### src/rtl/nibble_serial_byte_adder_if.sv
// Bundle of the operand handshake, nibble adder link and result handshake
// for nibble_serial_byte_adder.
interface nibble_serial_byte_adder_if #(parameter int CNT_W = 8);
  logic             in_valid;
  logic             in_ready;
  logic [7:0]       in_a;
  logic [7:0]       in_b;
  logic [7:0]       na_a;
  logic [7:0]       na_b;
  logic             na_ctrl;
  logic [4:0]       na_q;
  logic             out_valid;
  logic             out_ready;
  logic [8:0]       sum;
  logic             ovf;
  logic [CNT_W-1:0] op_count;

  // environment side: producer, nibble adder and consumer
  modport master (
    output in_valid, in_a, in_b, na_q, out_ready,
    input  in_ready, na_a, na_b, na_ctrl, out_valid, sum, ovf, op_count
  );

  modport slave (
    input  in_valid, in_a, in_b, na_q, out_ready,
    output in_ready, na_a, na_b, na_ctrl, out_valid, sum, ovf, op_count
  );
endinterface

### src/rtl/nibble_serial_byte_adder.sv
// Byte adder built from two passes through an external nibble adder:
// low nibble first, then high nibble plus the low-pass carry.
module nibble_serial_byte_adder #(
  parameter int CNT_W = 8
) (
  input logic                        clk,
  input logic                        rst,
  nibble_serial_byte_adder_if.slave  bus
);

  typedef enum logic [1:0] {IDLE, LO, HI, DONE} state_t;

  state_t           state;
  logic [7:0]       na_a_q, na_b_q;
  logic [8:0]       sum_q;
  logic             carry, ovf_q, out_valid_q;
  logic [CNT_W-1:0] cnt_q;
  logic [4:0]       hi_sum;

  // 15+15+1 fits in 5 bits, so no extra headroom is needed
  assign hi_sum = bus.na_q + {4'b0, carry};

  always_ff @(posedge clk) begin
    if (rst) begin
      state       <= IDLE;
      na_a_q      <= '0;
      na_b_q      <= '0;
      sum_q       <= '0;
      carry       <= 1'b0;
      ovf_q       <= 1'b0;
      out_valid_q <= 1'b0;
      cnt_q       <= '0;
    end else begin
      case (state)
        IDLE: if (bus.in_valid) begin
          na_a_q <= bus.in_a;
          na_b_q <= bus.in_b;
          state  <= LO;
        end
        LO: begin
          sum_q[3:0] <= bus.na_q[3:0];
          carry      <= bus.na_q[4];
          state      <= HI;
        end
        HI: begin
          sum_q[8:4]  <= hi_sum;
          ovf_q       <= hi_sum[4];
          out_valid_q <= 1'b1;
          state       <= DONE;
        end
        DONE: if (bus.out_ready) begin
          out_valid_q <= 1'b0;
          cnt_q       <= cnt_q + CNT_W'(1);
          state       <= IDLE;
        end
        default: state <= IDLE;
      endcase
    end
  end

  assign bus.in_ready  = (state == IDLE);
  assign bus.na_ctrl   = (state == HI);
  assign bus.na_a      = na_a_q;
  assign bus.na_b      = na_b_q;
  assign bus.sum       = sum_q;
  assign bus.ovf       = ovf_q;
  assign bus.out_valid = out_valid_q;
  assign bus.op_count  = cnt_q;

endmodule

### src/flat_wrapper.sv
// flat-port wrapper written by rule: the top's interface ports become plain ports
module nibble_serial_byte_adder_flat 
#(
  parameter int CNT_W = 8
)
  (clk, rst, bus_in_valid, bus_in_a, bus_in_b, bus_na_q, bus_out_ready, bus_in_ready, bus_na_a, bus_na_b, bus_na_ctrl, bus_out_valid, bus_sum, bus_ovf, bus_op_count);
  nibble_serial_byte_adder_if #(.CNT_W(CNT_W)) bus_i ();
  input logic clk;
  input logic rst;
  input wire logic [$bits(bus_i.in_valid)-1:0] bus_in_valid;
  input wire logic [$bits(bus_i.in_a)-1:0] bus_in_a;
  input wire logic [$bits(bus_i.in_b)-1:0] bus_in_b;
  input wire logic [$bits(bus_i.na_q)-1:0] bus_na_q;
  input wire logic [$bits(bus_i.out_ready)-1:0] bus_out_ready;
  output wire logic [$bits(bus_i.in_ready)-1:0] bus_in_ready;
  output wire logic [$bits(bus_i.na_a)-1:0] bus_na_a;
  output wire logic [$bits(bus_i.na_b)-1:0] bus_na_b;
  output wire logic [$bits(bus_i.na_ctrl)-1:0] bus_na_ctrl;
  output wire logic [$bits(bus_i.out_valid)-1:0] bus_out_valid;
  output wire logic [$bits(bus_i.sum)-1:0] bus_sum;
  output wire logic [$bits(bus_i.ovf)-1:0] bus_ovf;
  output wire logic [$bits(bus_i.op_count)-1:0] bus_op_count;
  assign bus_i.in_valid = bus_in_valid;
  assign bus_i.in_a = bus_in_a;
  assign bus_i.in_b = bus_in_b;
  assign bus_i.na_q = bus_na_q;
  assign bus_i.out_ready = bus_out_ready;
  assign bus_in_ready = bus_i.in_ready;
  assign bus_na_a = bus_i.na_a;
  assign bus_na_b = bus_i.na_b;
  assign bus_na_ctrl = bus_i.na_ctrl;
  assign bus_out_valid = bus_i.out_valid;
  assign bus_sum = bus_i.sum;
  assign bus_ovf = bus_i.ovf;
  assign bus_op_count = bus_i.op_count;
  nibble_serial_byte_adder #(.CNT_W(CNT_W)) u_core (.clk(clk), .rst(rst), .bus(bus_i));
endmodule
### config.mk
export PLATFORM = sky130hd
export DESIGN_NAME = nibble_serial_byte_adder_flat
export DESIGN_NICKNAME = d
export VERILOG_FILES = /design/src/rtl/nibble_serial_byte_adder_if.sv /design/src/rtl/nibble_serial_byte_adder.sv /design/src/flat_wrapper.sv
export SDC_FILE = /design/constraint.sdc
export NUM_CORES = 1
export LEC_CHECK = 0
export ABC_AREA = 1
export CAP_MARGIN = 0
export CORE_UTILIZATION = 30
export DETAILED_ROUTE_END_ITERATION = 8
export HOLD_SLACK_MARGIN = 0.08
export PLACE_DENSITY = 0.59
export SLEW_MARGIN = 0
export SYNTH_ARGS = -nofsm -noshare
export SYNTH_HDL_FRONTEND = slang
export SYNTH_SLANG_ARGS = --single-unit
### constraint.sdc
create_clock -name clk -period 1.9 [get_ports clk]
set_input_delay 0.38 -clock clk [delete_from_list [all_inputs] [get_ports clk]]
set_output_delay 0.38 -clock clk [all_outputs]
set_load 0.05 [all_outputs]
# Word level (Yosys, flattened, before mapping)
# Index checks and enable logic that the tools add are counted.
# totals
word_cells	27
ff_bits	38
inputBits	25
output_inout_bits	37
# classes
eq_ne	5
n_addsub	2
reduce_logical	6
muxes	5
# ops
op	count
$add 8x1->8 const B	1
$pmux 2 s4	1
$reduce_and 2->1	4
$add 5x1->5	1
$eq 2x2->1 const B	2
$mux 2	2
$ne 2x2->1 const B	2
$eq 2x1->1 const B	1
$logic_not 2->1	1
$pmux 1 s2	1
$reduce_bool 2->1	1
$mux 1	1

# Logic depth before layout (Yosys ltp)
# Gate-level depths: netlist of the first run.
# depth
word_depth	3
ltp_mapped	8
ltp_nobuf	8

# Worst setup path after synthesis of the first run
# OpenSTA, ideal clock, no wires.
# synth_timing
kind	reg2reg
startpoint	register u_core.state[0]
endpoint	register u_core.na_a_q[4] (netlist: u_core.bus.na_a[4])
setup_slack_ns	0.324
n_path_buf	1
synth_period_minus_slack_ns	1.576
setup_ns	0.116
arrival_time_ns	1.461
stages_incl_launch_ff	7
required_ns	1.784
path_cell_list	dfxtp_1 > inv_1 > ha_1 > nand2_2 > clkbuf_2 > o21ai_0 > nor2_1
# synth_between
elab_chain_len	2
# synth_lines
element	line_no	source
start, declared	nibble_serial_byte_adder.sv:13	state_t state;
start signal, assigned	nibble_serial_byte_adder.sv:25	state <= IDLE;
start signal, assigned	nibble_serial_byte_adder.sv:38	state <= LO;
start signal, assigned	nibble_serial_byte_adder.sv:43	state <= HI;
$logic_not 2->1	-	
named net bus_in_ready	flat_wrapper.sv:15	output wire logic [$bits(bus_i.in_ready)-1:0] bus_in_ready;
$reduce_and 2->1 (no line)	-	
end signal, assigned	nibble_serial_byte_adder.sv:36	na_a_q <= bus.in_a;
end, declared	nibble_serial_byte_adder.sv:14	logic [7:0] na_a_q, na_b_q;
# The timed path passes the listed nets, and every way through them passes these cells.
# A chain may end at the register's enable or synchronous reset.

# Final worst setup path of the first run
# layout_timing
startpoint	register u_core.cnt_q[3] (netlist: u_core.bus.op_count[3])
endpoint	output port bus_op_count[3]
# layout_lines
element	line_no	source
start, declared	nibble_serial_byte_adder.sv:17	logic [CNT_W-1:0] cnt_q;
start signal, assigned	nibble_serial_byte_adder.sv:53	cnt_q <= cnt_q + CNT_W'(1);
end, declared	flat_wrapper.sv:22	output wire logic [$bits(bus_i.op_count)-1:0] bus_op_count;
# No word-level cell between the ends.

==> results of run 1 <==
[routing by layer]
layer	part of all wire (%)	wire, um	vias to the layer above
li1	-	-	796
met1	44	1600	674
met2	46	1679	46
met3	7.6	275	5
met4	1.8	67	0
met5	0	0	-
[metrics by stage]
step / setup WS, ns / total power [mW] / util (%) / hold WS, ns / area (um^2)
after global routing: 0.004193 / 3.766 / 45.76 / 0.5017 / 2337
after CTS: 0.03428 / 3.582 / 45.66 / 0.4881 / 2332
final: 0.05700 / 3.518 / 45.76 / 0.4801 / 2337
after detailed placement: 0.1918 / 3.043 / 44.10 / 0.4732 / 2252
after global placement: 0.2067 / 3.031 / 44.10 / 0.4638 / 2252
after floorplan: 0.3236 / 2.408 / - / 0.4669 / 1582
[timing repair]
| action | 4_1_cts | 5_1_grt |
|---|---|---|
| endpoints found under the setup margin | 0 | 3 |
| gates resized for setup | 0 | 2 |
| endpoints found under the hold margin | 0 | 0 |
[Yosys cell counts]
| library cell | count | area, um^2 |
|---|---|---|
| a21oi_1 | 4 | 20.02 |
| buf_2 | 1 | 5.000 |
| buf_4 | 3 | 22.52 |
| buf_6 | 2 | 22.52 |
| clkbuf_2 | 1 | 5.000 |
| dfxtp_1 | 37 | 740.7 |
| ha_1 | 8 | 100.1 |
| inv_1 | 17 | 63.81 |
| inv_2 | 1 | 3.750 |
| nand2_1 | 21 | 78.83 |
| nand2_2 | 1 | 6.260 |
| nand3_1 | 6 | 30.03 |
| nand3_2 | 1 | 10.01 |
| nor2_1 | 70 | 262.8 |
| nor2_2 | 1 | 6.260 |
| nor2_4 | 1 | 11.26 |
| nor3_1 | 6 | 30.03 |
| nor3_2 | 1 | 10.01 |
| o21ai_0 | 26 | 130.1 |
| o21ai_1 | 1 | 5.000 |
| xor2_1 | 2 | 17.52 |
[final cells by class]
| cell class | instances | share of cell area (%) |
|---|---|---|
| Sequential cell | 37 | 31.69 |
| Timing Repair Buffer | 65 | 27.52 |
| Clock buffer | 8 | 3.426 |
| Inverter | 18 | 2.891 |
| Tap cell | 70 | 3.747 |
| Multi-Input combinational cell | 149 | 30.73 |
[state kept, by name, indices dropped and copies added, names as in the netlist]
| register | cells |
|---|---|
| u_core.bus.out_valid | 1 |
| u_core.bus.na_a | 8 |
| u_core.carry | 1 |
| u_core.bus.na_b | 8 |
| u_core.state | 2 |
| u_core.bus.op_count | 8 |
| u_core.bus.sum | 8 |
| u_core.bus.ovf | 1 |
[report_power, final]
part | total, mW | internal [mW] | switching, mW
combinational | 1.90 | 0.651 | 1.25
sequential | 1.11 | 0.990 | 0.115
clock | 0.515 | 0.260 | 0.254
[kinds of logic (layout without fill, tap and decap cells)]
logic type	Yosys count	count (layout)	share of synthesized area (%)
buffers and inverters	25	91	7.752
adder cells (fa/ha/maj)	8	8	6.329
AO/OA/AOI/OAI	31	31	9.810
AND/OR/NAND/NOR	108	108	28.17
flip-flops	37	37	46.84
XOR/XNOR	2	2	1.108
[final timing paths]
check / slack (ns) / endpoint / cells past startpoint / start
min reg2reg: 0.48 / u_core.bus.na_a[6]$_SDFFE_PP0P_ / 2 / u_core.bus.na_a[6]$_SDFFE_PP0P_
min: 0.48 / u_core.bus.na_a[6]$_SDFFE_PP0P_ / 2 / u_core.bus.na_a[6]$_SDFFE_PP0P_
max: 0.06 / bus_op_count[3] / 1 / u_core.bus.op_count[3]$_SDFFE_PP0P_
max reg2reg: 0.51 / u_core.bus.sum[7]$_SDFFE_PP0P_ / 7 / u_core.state[0]$_SDFFE_PP0P_
[tightest hold or removal path, stage by stage, from the launching register on]
cell     delay (ns)
dfxtp_1        0.32
nor2_1         0.05
nor2_1         0.08
==> results.py, run 1 <==
metrics = {
    "cells_and_area": {
        "multi_input_area_um2": 718.2,
        "final_common_cell": "nor2_1",
        "fillers": 557,
        "regArea_um2": 740.7,
        "stdcell_count": 347,
        "syn_to_final_growth_pct": 47.78,
        "antennaDiodeCount": 0,
        "drive_gt1_share_pct": 9.386,
        "nNetsFinal": 309,
        "layout_common_cells": "nor2_1, clkdlybuf4s50_1, dfxtp_1",
    },
    "clocking": {
        "cts_made_buffers": 5,
        "cts_tree": "done",
        "holdBufCountCts": 0,
        "cts_setup_buffers": 0,
        "cts_buffer_depth": 2,
        "cts-root-buf": "clkbuf_8",
        "cts.sinks": 37,
        "cts.clk_slew.worst_paths_ns": 0.07,
        "h-tree-depth": 2,
        "clkLatencyLatePin_ns": 0.28,
    },
    "grt": {
        "antenna_found_initial": 0,
        "grt_usage_pct": 14.12,
        "grt_max_degree": 17,
        "grt_pass1_vias": 1367,
        "met3_usage_pct": 4.878,
        "grt-ovfl-total": 0,
        "use_met1_pct": 16.68,
        "met2_usage_pct": 22.82,
        "grt_pass1_wl_mm": 5.940,
        "busiest_layer": "met2",
    },
    "worst_setup_path": {
        "path_class": "flop to output pin",
        "path_delay_family": "buffers and inverters",
        "slowest_delay_ns": 0.82,
        "path_max_fanout": 3,
        "slowest_stage": "clkdlybuf4s50_1",
        "required_ns": 1.52,
        "start_kind": "flop",
        "crit_buf_inv": 1,
        "crit_path_cell_trace": "clkdlybuf4s50_1",
        "critical_path_arrival_ns": 1.46,
        "cp-end-kind": "output pin",
    },
    "floorplanning": {
        "core_um2": 5107,
        "ioPinCount": 62,
        "dieHeight_um": 74.61,
        "start_util_pct": 30.97,
        "rows": 26,
        "die_x_um": 74.61,
        "die-area_um2": 5566,
    },
    "logic_synthesis": {
        "yosysWarnings": 0,
        "synth_cells": 211,
        "seq_area_frac_synth_pct": 46.84,
        "syn_nets": 244,
        "ys_seq_elements": 37,
        "synth.distinct_cells": 21,
        "avgSynthCellArea_um2": 7.495,
        "netlist_area_um2": 1582,
    },
    "sta": {
        "fin_crit_sh_pct": 97.00,
        "slew_headroom_pct": 65.87,
        "tns_ns": 0,
        "hold_viol": 0,
        "setup_violations": 0,
        "slew_viol_final": 0,
        "fin_worst_skew_ns": 0.005463,
        "fmax_mhz": 542.6,
        "min_period_ns": 1.843,
        "rsz0062_at_grt": "false",
        "tightest_slew_ns": 0.5104,
    },
    "power_and_ir_drop": {
        "p_per_area_nw_per_um2": 1505,
        "leakage_nw": 1.033,
        "irDropWorstVdd_v": 0.0007947,
    },
    "placement": {
        "dp.cells": 339,
        "hpwlAfterDp_mm": 2.729,
        "gp_congestion": 0.7525,
        "io_buffers": 61,
    },
    "detailed_routing": {
        "routedWlPerCell_um": 10.44,
        "drc": 0,
        "vias": 1521,
        "postRouteWirelength_mm": 3.622,
        "viasPerCell": 4.383,
        "drtIter0Drc": 60,
        "drtAntennaViolNets": 0,
        "drt_pass1_iterations": 4,
    },
    "min_path": {
        "min_path_type": "flop to flop",
    },
    "job": {
        "max-cap-violations": 0,
    },
    "status": {
        "status": "finished clean",
    },
}
Power figures use the tool's default switching activity.
==> run 2, diff against run 1 <==
Settings changed: CORE_UTILIZATION 30 to 46, PLACE_DENSITY 0.59 to 0.84.
==> results.py, run 2 (synthesis gave the netlist of run 1 again) <==
metrics = {
    "status": {
        "status": "finished clean",
    },
    "worst_setup_path": {
        "required_ns": 1.52,
        "path_max_fanout": 2,
        "critical_path_arrival_ns": 1.47,
        "slowest_stage": "clkdlybuf4s50_1",
        "slowest_delay_ns": 0.80,
        "path_class": "flop to output pin",
        "start_kind": "flop",
        "path_delay_family": "buffers and inverters",
        "crit_path_cell_trace": "clkdlybuf4s50_1",
        "crit_buf_inv": 1,
        "cp-end-kind": "output pin",
    },
    "placement": {
        "io_buffers": 61,
        "hpwlAfterDp_mm": 2.410,
        "placed_cell_area_um2": 2207,
        "gp_congestion": 0.7376,
    },
    "clocking": {
        "cts-root-buf": "clkbuf_4",
        "cts_tree": "done",
        "cts_resized": 5,
        "cts_setup_buffers": 0,
        "cts_made_buffers": 5,
        "holdBufCountCts": 0,
        "cts.sinks": 37,
        "clkLatencyLatePin_ns": 0.34,
        "cts_buffer_depth": 2,
        "h-tree-depth": 2,
        "cts.clk_slew.worst_paths_ns": 0.10,
    },
    "floorplanning": {
        "ioPinCount": 62,
        "core_um2": 3153,
        "rows": 20,
        "die_x_um": 60.64,
        "die-area_um2": 3677,
        "dieHeight_um": 60.64,
        "start_util_pct": 50.16,
    },
    "grt": {
        "grt_usage_pct": 20.90,
        "antenna_found_initial": 0,
        "grt_pass1_wl_mm": 5.623,
        "grt_max_degree": 31,
        "grt_pass1_vias": 1327,
        "grt-ovfl-total": 0,
    },
    "cells_and_area": {
        "layout_common_cells": "nor2_1, dfxtp_1, o21ai_0, clkdlybuf4s50_1, nand2_1",
        "drive_gt1_share_pct": 8.364,
        "utilization_pct": 72.94,
        "antennaDiodeCount": 0,
        "nNetsFinal": 307,
        "syn_to_final_growth_pct": 45.41,
        "final_common_cell": "nor2_1",
        "final_area_um2": 2300,
        "fillers": 271,
    },
    "detailed_routing": {
        "drt_pass1_iterations": 4,
        "maxUsedRoutingLayer": "met4",
        "viasPerCell": 4.671,
        "wl_met2_mm": 1.657,
        "drtAntennaViolNets": 0,
        "met3_length_um": 232,
        "postRouteWirelength_mm": 3.609,
        "vias": 1490,
        "routedWlPerCell_um": 11.31,
        "drc": 0,
        "wl_met1_mm": 1.634,
        "drtIter0Drc": 67,
    },
    "sta": {
        "slew_headroom_pct": 63.93,
        "fin_worst_skew_ns": 0.007097,
        "setup_violations": 0,
        "tns_ns": 0,
        "hold_viol": 0,
        "fmax_mhz": 541.1,
        "fin_crit_sh_pct": 97.28,
        "rsz0062_at_grt": "false",
        "tightest_slew_ns": 0.5401,
        "slew_viol_final": 0,
        "min_period_ns": 1.848,
    },
    "power_and_ir_drop": {
        "irDropWorstVdd_v": 0.001073,
        "finalPower_mw": 3.373,
        "p_per_area_nw_per_um2": 1467,
        "leakage_nw": 1.308,
    },
    "min_path": {
        "min_path_type": "flop to flop",
    },
    "job": {
        "max-cap-violations": 0,
    },
}
[run 2: cell count changes in the layout (fill, tap and decap cells not counted), sizes merged]
| cell | previous run | this run |
|---|---|---|
| buf | 15 | 12 |
| clkdlybuf4s50 | 48 | 26 |
| dlygate4sd2 | 0 | 5 |
| dlymetal6s2s | 2 | 20 |
[run 2: path summary, 6_finish.rpt]
check | startpoint | end | slack, ns | depth (start not counted)
worst min-delay path | u_core.bus.na_b[1]$_SDFFE_PP0P_ | u_core.bus.na_b[1]$_SDFFE_PP0P_ | 0.49 | 2
worst max register to register | u_core.state[0]$_SDFFE_PP0P_ | u_core.bus.na_a[7]$_SDFFE_PP0P_ | 0.40 | 6
worst min register to register | u_core.bus.na_b[1]$_SDFFE_PP0P_ | u_core.bus.na_b[1]$_SDFFE_PP0P_ | 0.49 | 2
worst max-delay path | u_core.bus.na_b[5]$_SDFFE_PP0P_ | bus_na_b[5] | 0.05 | 1
[run 2: where the power goes]
group | switching (mW) | total (mW) | internal, mW
clock network | 0.251 | 0.398 | 0.148
registers | 0.112 | 1.10 | 0.989
logic | 1.26 | 1.87 | 0.618
[run 2: per-stage QoR]
| step | std cells | setup slack, ns | hold WS (ns) |
|---|---|---|---|
| floorplan | 211 | 0.3236 | 0.4669 |
| global placement | 311 | 0.1994 | 0.4640 |
| detailed placement | 311 | 0.1675 | 0.4732 |
| CTS | 319 | 0.01225 | 0.4942 |
| global route | 319 | 0.003211 | 0.5030 |
| finish | 319 | 0.05176 | 0.4866 |
[run 2: per-layer routing]
layer  track usage, %  vias to the layer above
met5                0                        -
met4            8.766                        0
met3            5.544                        9
met2            35.79                       46
met1            24.77                      646
li1                 -                      789
[run 2: area by class of cell]
type / instances / area (um^2) / area share (%)
Inverter: 18 / 67.56 / 2.938
Sequential cell: 37 / 740.7 / 32.21
Timing Repair Buffer: 63 / 669.4 / 29.11
Multi-Input combinational cell: 149 / 718.2 / 31.23
Clock buffer: 8 / 48.80 / 2.122
Tap cell: 44 / 55.05 / 2.394
[run 2: worst min-delay path: stages, from the launching register on]
cell and delay, ns:
dfxtp_1 0.33, nor2_1 0.04, nor2_1 0.08
